`config.mk`:
```
export PLATFORM = sky130hd
export DESIGN_NAME = seg7_scan_driver_flat
export DESIGN_NICKNAME = d
export VERILOG_FILES = /design/src/rtl/seg7_scan_driver_if.sv /design/src/rtl/seg7_scan_driver.sv /design/src/flat_wrapper.sv
export SDC_FILE = /design/constraint.sdc
export NUM_CORES = 1
export LEC_CHECK = 0
export CORE_UTILIZATION = 55
export CTS_CLUSTER_DIAMETER = 80
export DETAILED_ROUTE_END_ITERATION = 12
export GPL_ROUTABILITY_DRIVEN = 0
export HOLD_SLACK_MARGIN = 0.06
export PLACE_DENSITY = 0.86
export SYNTH_ARGS = -nofsm -noshare
export SYNTH_HDL_FRONTEND = slang
export SYNTH_SLANG_ARGS = --single-unit
```
`constraint.sdc`:
```
create_clock -name clk -period 3.6 [get_ports clk]
set_clock_uncertainty 0.2 [all_clocks]
set_input_delay 0.72 -clock clk [delete_from_list [all_inputs] [get_ports clk]]
set_output_delay 0.72 -clock clk [all_outputs]
set_load 0.02 [all_outputs]
```
`src/rtl/seg7_scan_driver_if.sv`:
```
// Display bus between the calculator FSM (master) and the seven-segment scan driver (slave).
// Value and flags flow toward the driver; anode, segment and decimal-point pins flow out of it.
interface seg7_scan_driver_if;
    logic [15:0] value;
    logic [3:0]  flags;
    logic [7:0]  anodes;
    logic [6:0]  segments;
    logic        dp;

    modport master (output value, flags, input anodes, segments, dp);
    modport slave  (input value, flags, output anodes, segments, dp);
endinterface

```
`src/rtl/seg7_scan_driver.sv`:
```
// Eight-digit muxed 7-seg driver: per-frame snapshot of value/flags. Optional SEG7_LZB_EN blanks leading zeros.
// Latency: a frame-start sample reaches digit 0 two cycles later. No backpressure: the scan is free-running.
module seg7_scan_driver #(
    parameter int C_REFRESH_DIV = 100000
) (
    input logic               clk,
    input logic               rst,
    seg7_scan_driver_if.slave bus
);

    localparam int            CW      = $clog2(C_REFRESH_DIV);
    localparam logic [CW-1:0] CNT_MAX = CW'(C_REFRESH_DIV - 1);

    logic [CW-1:0] cnt_q,      cnt_d;
    logic [2:0]    idx_q,      idx_d;
    logic [19:0]   snap_q,     snap_d;
    logic [2:0]    idx_s2_q,   idx_s2_d;
    logic          vld_s2_q,   vld_s2_d;
    logic [7:0]    anodes_q,   anodes_d;
    logic [6:0]    segments_q, segments_d;

    function automatic logic [6:0] hex_glyph(input logic [3:0] nib);
        logic [6:0] g;
        case (nib)
            4'h0: g = 7'h40;
            4'h1: g = 7'h79;
            4'h2: g = 7'h24;
            4'h3: g = 7'h30;
            4'h4: g = 7'h19;
            4'h5: g = 7'h12;
            4'h6: g = 7'h02;
            4'h7: g = 7'h78;
            4'h8: g = 7'h00;
            4'h9: g = 7'h10;
            4'hA: g = 7'h08;
            4'hB: g = 7'h03;
            4'hC: g = 7'h46;
            4'hD: g = 7'h21;
            4'hE: g = 7'h06;
            default: g = 7'h0E;
        endcase
        return g;
    endfunction

    // Digits 4..7 show one flag bit each; digits 0..3 show the hex nibbles of the snapshot value.
    function automatic logic [6:0] digit_glyph(input logic [19:0] s, input logic [2:0] k);
        logic [15:0] val;
        logic [3:0]  fl;
        logic [15:0] sh;
        logic [6:0]  g;
        val = s[19:4];
        fl  = s[3:0];
        sh  = val >> {k[1:0], 2'b00};
        if (k[2]) begin
            g = fl[k[1:0]] ? 7'h79 : 7'h40;
        end else begin
            g = hex_glyph(sh[3:0]);
`ifdef SEG7_LZB_EN
            if (k[1:0] != 2'd0 && sh == 16'h0000) begin
                g = 7'h7F;
            end
`endif
        end
        return g;
    endfunction

    always_comb begin
        cnt_d      = (cnt_q == CNT_MAX) ? '0 : cnt_q + CW'(1);
        idx_d      = (cnt_q == CNT_MAX) ? idx_q + 3'd1 : idx_q;
        snap_d     = (cnt_q == '0 && idx_q == 3'd0) ? {bus.value, bus.flags} : snap_q;
        idx_s2_d   = idx_q;
        vld_s2_d   = 1'b1;
        anodes_d   = vld_s2_q ? ~(8'h01 << idx_s2_q) : 8'hFF;
        segments_d = vld_s2_q ? digit_glyph(snap_q, idx_s2_q) : 7'h7F;
    end

    // Pipeline valid keeps the pins blank until snap and idx_s2 hold post-reset data.
    always_ff @(posedge clk) begin
        if (rst) begin
            cnt_q      <= '0;
            idx_q      <= 3'd0;
            snap_q     <= 20'h0;
            idx_s2_q   <= 3'd0;
            vld_s2_q   <= 1'b0;
            anodes_q   <= 8'hFF;
            segments_q <= 7'h7F;
        end else begin
            cnt_q      <= cnt_d;
            idx_q      <= idx_d;
            snap_q     <= snap_d;
            idx_s2_q   <= idx_s2_d;
            vld_s2_q   <= vld_s2_d;
            anodes_q   <= anodes_d;
            segments_q <= segments_d;
        end
    end

    assign bus.anodes   = anodes_q;
    assign bus.segments = segments_q;
    assign bus.dp       = 1'b1;

endmodule

```
`src/flat_wrapper.sv`:
```
// flat-port wrapper written by rule: the top's interface ports become plain ports
module seg7_scan_driver_flat 
#(
    parameter int C_REFRESH_DIV = 100000
)
  (clk, rst, bus_value, bus_flags, bus_anodes, bus_segments, bus_dp);
  seg7_scan_driver_if bus_i ();
  input logic clk;
  input logic rst;
  input wire logic [$bits(bus_i.value)-1:0] bus_value;
  input wire logic [$bits(bus_i.flags)-1:0] bus_flags;
  output wire logic [$bits(bus_i.anodes)-1:0] bus_anodes;
  output wire logic [$bits(bus_i.segments)-1:0] bus_segments;
  output wire logic [$bits(bus_i.dp)-1:0] bus_dp;
  assign bus_i.value = bus_value;
  assign bus_i.flags = bus_flags;
  assign bus_anodes = bus_i.anodes;
  assign bus_segments = bus_i.segments;
  assign bus_dp = bus_i.dp;
  seg7_scan_driver #(.C_REFRESH_DIV(C_REFRESH_DIV)) u_core (.clk(clk), .rst(rst), .bus(bus_i));
endmodule
```
======== Word level (Yosys, flattened, before mapping) ========
Memory sizes are Yosys's and may differ from the RTL's.
Index checks and enable logic that the tools add are counted.
W data, S select, Z words.
operators by class
  magnitude comparators ................... 1
  bitwise logic cells ..................... 2
  reductions and logical operators ........ 5
  add/subtract/negate cells ............... 2
  shifts and indexed selects .............. 2
  equality and inequality tests ........... 1
  multiplexer cells ....................... 5
operators with widths
  operator                 number
  $add A17 B1 Y17 const B  1
  $eq A17 B17 Y1 const B   1
  $logic_not A17 Y1        1
  $shr A16 B4 Y4           1
  $not A8 Y8               1
  $shl A1 B3 Y8 const A    1
  $mux W7                  1
  $mux W6                  1
  $reduce_or A2 Y1         2
  $add A3 B1 Y3 const B    1
  $logic_not A3 Y1         1
  $lt A2 B3 Y1 const B     1
  $bmux W1 S2              1
  $mux W1                  2
  $logic_and A1 B1 Y1      1
  $not A1 Y1               1
word-level totals
  bits in registers ....................... 59
  output and inout bits ................... 16
  logic and storage cells ................. 26
  bits of input ports ..................... 22
  bits in read-only memories .............. 112
  memories kept ........................... 1
memories
  memory           words  bits a word  read ports  clocked after Yosys merged registers in  wr ports  RTL line                source
  (no name shown)  16     7            1           0                                        0         seg7_scan_driver.sv:24  case (nib)

======== Depth between registers and ports, before layout ========
  depth in word-level cells ............... 4
  gate-level depth with buffers ........... 8
  mapped depth without buffers ............ 7

======== Worst setup path after synthesis ========
OpenSTA, ideal clock, no wires.
  kind .................................... reg-to-reg
  from .................................... register u_core.idx_s2_q[0]
  to ...................................... register u_core.segments_q[4], in the netlist u_core.bus.segments[4]
  path buffers ............................ 1
  stages on the path, launching flop included .. 6
  data required time ...................... 3.294 ns
  setup time .............................. 0.106 ns
  period minus slack after synthesis ...... 2.077 ns
  setup slack ............................. 1.523 ns
  data arrival time ....................... 1.771 ns
  cell sequence ........................... dfxtp_1 -> buf_6 -> mux4_2 -> ha_1 -> or4b_1 -> o311ai_0
between the ends
  longest elaborated chain between the ends .. 4
  elaborated cells on any way between the ends .. 6
  classes of those cells .................. shift (1); mux (4); memory (1)
RTL lines
  item                                                    RTL line                source
  start, declared                                         seg7_scan_driver.sv:17  logic [2:0] idx_s2_q, idx_s2_d;
  start signal, assigned                                  seg7_scan_driver.sv:91  idx_s2_q <= idx_s2_d;
  branches (longest 3 deep; another with $mem_v2 Z16 W7)  n/a
  $mux W7 *                                               seg7_scan_driver.sv:54  if (k[2]) begin
  end signal, assigned                                    seg7_scan_driver.sv:94  segments_q <= segments_d;
  end, declared                                           seg7_scan_driver.sv:20  logic [6:0] segments_q, segments_d;
Every way passes the cells marked *. The select of a mux whose other input is x is not followed.
A chain may end at the register's enable or synchronous reset.

======== Worst setup path after layout ========
  from .................................... register u_core.idx_s2_q[0]
  to ...................................... register u_core.segments_q[0], in the netlist u_core.bus.segments[0]
The elaborated chain is that of the path after synthesis.

==> results.sh <==
export IMPL_synth_edff_count=0
export IMPL_final_min_clock_period_ns=2.44
export IMPL_die_w_um=71.4
export IMPL_gr_total_overflow=0
export IMPL_grt_first_pass_wirelength_mm=9.84
export IMPL_portBuffers=36
export IMPL_antenna_found_initial=0
export IMPL_yosysWarningCount=0
export IMPL_fmax_ghz=0.410
export IMPL_clk_latency_ns=0.34
export IMPL_crit_path_max_incr_delay_ns=0.65
export IMPL_crit_type="reg2reg"
export IMPL_top_usage_layer="met2"
export IMPL_fill_cells=358
export IMPL_hold_violations=0
export IMPL_critPathMaxFanout=10
export IMPL_cts_resized=0
export IMPL_synthCells=292
export IMPL_htree_num_levels=3
export IMPL_area_delta_synth_final_pct=20.0
export IMPL_drcViolationCount=3
export IMPL_wirelength_mm=5.78
export IMPL_setup_viol=0
export IMPL_root_buffer="clkbuf_8"
export IMPL_syn_nets=324
export IMPL_dp_cells=362
export IMPL_ant_nets=0
export IMPL_yosysSeqAreaShare_pct=44.6
export IMPL_r2r_end="u_core.bus.segments[0]$_SDFF_PP1_"
export IMPL_die_h_um=71.4
export IMPL_avgRoutedWirePerCell_um=15.3
export IMPL_grtUsageMet2_pct=40.2
export IMPL_p_per_area_nw_per_um2=460
export IMPL_clkSinkCount=59
export IMPL_vias=2154
export IMPL_rsz0062_at_grt="false"
export IMPL_syn_area_sq_um=2650
export IMPL_critPathLaunchType="flip-flop"
export IMPL_grtUsageMet1_pct=33.4
export IMPL_syn_area_per_cell_sq_um=9.07
export IMPL_timing_hold_ws_ns=0.276
export IMPL_drt_iter0_markers=130
export IMPL_critPathCaptureType="flip-flop"
export IMPL_tightestPinTransition_ns=0.671
export IMPL_hold_path_startpoint="u_core.snap_q[19]$_SDFFE_PP0P_"
export IMPL_max_slew_margin_pct=55.1
export IMPL_coreArea_sq_um=4500
export IMPL_cts_tree="done"
export IMPL_min_path_type="reg2reg"
export IMPL_final_core_util_pct=70.6
export IMPL_outcome="finished with violations"
export IMPL_ctsHoldBuffers=0
export IMPL_grt_max_degree=30
export IMPL_cp_cell_sequence="mux4_2 > inv_1 > ha_1 > mux2i_1 > mux2_2 > o21ai_1"
export IMPL_fin_cells=378
export IMPL_hold_depth=2
export IMPL_cts_buffers_inserted=9
export IMPL_drive_above_1_share_pct=9.82
export IMPL_grt_usage_pct=25.5
export IMPL_static_leakage_power_nw=1.13
export IMPL_boundaryPins=38
export IMPL_hpwlAfterDp_mm=3.79
export IMPL_fin_area_sq_um=3180
export IMPL_row_count=24
export IMPL_ir_worst_vdd_mv=0.330
export IMPL_r2r_start="u_core.idx_s2_q[0]$_SDFF_PP0_"
export IMPL_post_cts_setup_buffer_count=0
export IMPL_dp_slack_ns=1.18
export IMPL_nets=353
export IMPL_ys_types=40
export IMPL_period_share_pct=67.8
export IMPL_cp_arrival_ns=2.51
export IMPL_synth_ff_type="dfxtp_1"
export IMPL_synthArstFlopShare_pct=0
export IMPL_required_ns=3.67
export IMPL_clk_pin_slew_ns=0.07
export IMPL_met3_usage_pct=5.63
export IMPL_finalWorstSetupSlack_ns=1.16
export IMPL_crit_slowest_cell="mux4_2"
export IMPL_violations="DRC"
export IMPL_ys_ff_latch=59
export IMPL_power_total_mw=1.46
export IMPL_insertedDiodeCount=0
export IMPL_clockBufferDepth=2
export IMPL_setup_tns_ns=0
export IMPL_avgViaCountPerCell=5.70
export IMPL_rrSetupSlack_ns=1.16
export IMPL_drtPass1Iterations=8
export IMPL_drv_slew=0
export IMPL_hold_end="u_core.snap_q[19]$_SDFFE_PP0P_"
export IMPL_grt_pass1_vias=2085
export IMPL_drv_cap=0
export IMPL_start_util_pct=58.8
export IMPL_place_area_sq_um=2990
export IMPL_die_area_sq_um=5100
export IMPL_rr_worst_depth=6
-- final cells by class --
class	instances	area, sq um	share of cell area [%]
inverters	12	45.0	1.42
clock buffers	10	138	4.33
repair buffers	37	368	11.6
well taps	52	65.1	2.05
flip-flops and latches	59	1180	37.2
multi-input cells	202	1330	41.7
clock inverters	6	55.1	1.73
-- kinds of logic (layout without fill, tap and decap cells) --
| logic type | after synthesis | count (layout) | share of synthesized area, % |
|---|---|---|---|
| compound gates | 62 | 62 | 12.4 |
| xor+xnor | 13 | 13 | 4.30 |
| fa+ha+maj | 10 | 10 | 4.73 |
| buf+inv | 31 | 65 | 5.29 |
| flops | 59 | 59 | 44.6 |
| mux | 15 | 15 | 8.27 |
| other cells | 1 | 1 | 0.142 |
| simple gates | 101 | 101 | 20.3 |
-- flip-flops by register name, indices dropped and copies added (netlist names) --
name and flops:
u_core.vld_s2_q 1, u_core.bus.anodes 8, u_core.snap_q 20, u_core.idx_s2_q 3, u_core.idx_q 3, u_core.bus.segments 7, u_core.cnt_q 17
-- worst max-delay path, delay by kind of cell, from the launching register on --
kind,cells,cell delay (ns)
AO/OA/AOI/OAI,1,0.11
multiplexers,3,1.03
buffers and inverters,1,0.15
flip-flops,1,0.62
adder cells (fa/ha/maj),1,0.27
-- per-layer routing --
layer / routed length, um / vias to the layer above
met5: 0 / -
met4: 117 / 0
met3: 194 / 11
met2: 2790 / 49
met1: 2680 / 1007
li1: - / 1087
-- worst max-delay path by stage --
stage	start	to	slack, ns	cells after the start
after CTS	u_core.idx_s2_q[0]$_SDFF_PP0_	u_core.bus.segments[0]$_SDFF_PP1_	1.15	6
after global routing	u_core.idx_s2_q[0]$_SDFF_PP0_	u_core.bus.segments[4]$_SDFF_PP1_	0.98	5
after floorplan	u_core.idx_s2_q[0]$_SDFF_PP0_	u_core.bus.segments[4]$_SDFF_PP1_	1.52	5
after detailed placement	u_core.idx_s2_q[0]$_SDFF_PP0_	u_core.bus.segments[0]$_SDFF_PP1_	1.18	6
after global placement	u_core.idx_s2_q[0]$_SDFF_PP0_	u_core.bus.segments[0]$_SDFF_PP1_	1.24	6
final	u_core.idx_s2_q[0]$_SDFF_PP0_	u_core.bus.segments[0]$_SDFF_PP1_	1.16	6
-- synthesized netlist by cell type (2+ instances only) --
master	number	share of area (%)
a21oi_1	27	5.1
and2_1	2	0.47
and4_1	4	1.3
buf_2	4	0.76
buf_6	2	0.85
clkbuf_1	12	1.7
dfxtp_1	59	45
ha_1	10	4.7
inv_1	12	1.7
mux2_2	4	1.7
mux2i_1	5	1.9
mux4_2	5	4.3
nand2_1	15	2.1
nand3_1	28	5.3
nand3_2	2	0.76
nand4_1	5	1.2
nor2_1	22	3.1
nor2b_1	4	0.95
nor3_1	5	0.95
nor4_1	5	1.2
o21ai_0	27	5.1
o21ai_1	2	0.38
o31ai_1	2	0.57
or4_1	2	0.57
xnor2_1	10	3.3
xor2_1	3	0.99
-- report_power, final --
group / total [mW] / switching [mW] / internal, mW
combinational: 0.168 / 0.0892 / 0.0791
sequential: 0.699 / 0.0160 / 0.683
clock: 0.594 / 0.262 / 0.332
-- placed cells by master (no fill, tap or decap), types with 3 or more instances in the layout --
cell / n
xnor2_1: 10
ha_1: 10
inv_1: 12
o21ai_0: 27
xor2_1: 3
nor4_1: 5
dfxtp_1: 59
clkdlybuf4s50_1: 36
mux2i_1: 5
mux4_2: 5
clkinv_2: 5
nor3_1: 5
a21oi_1: 27
nand2_1: 15
and4_1: 4
clkbuf_8: 10
nand4_1: 5
nor2b_1: 4
mux2_2: 4
nand3_1: 28
nor2_1: 22
(Power assumes the default switching activity.)
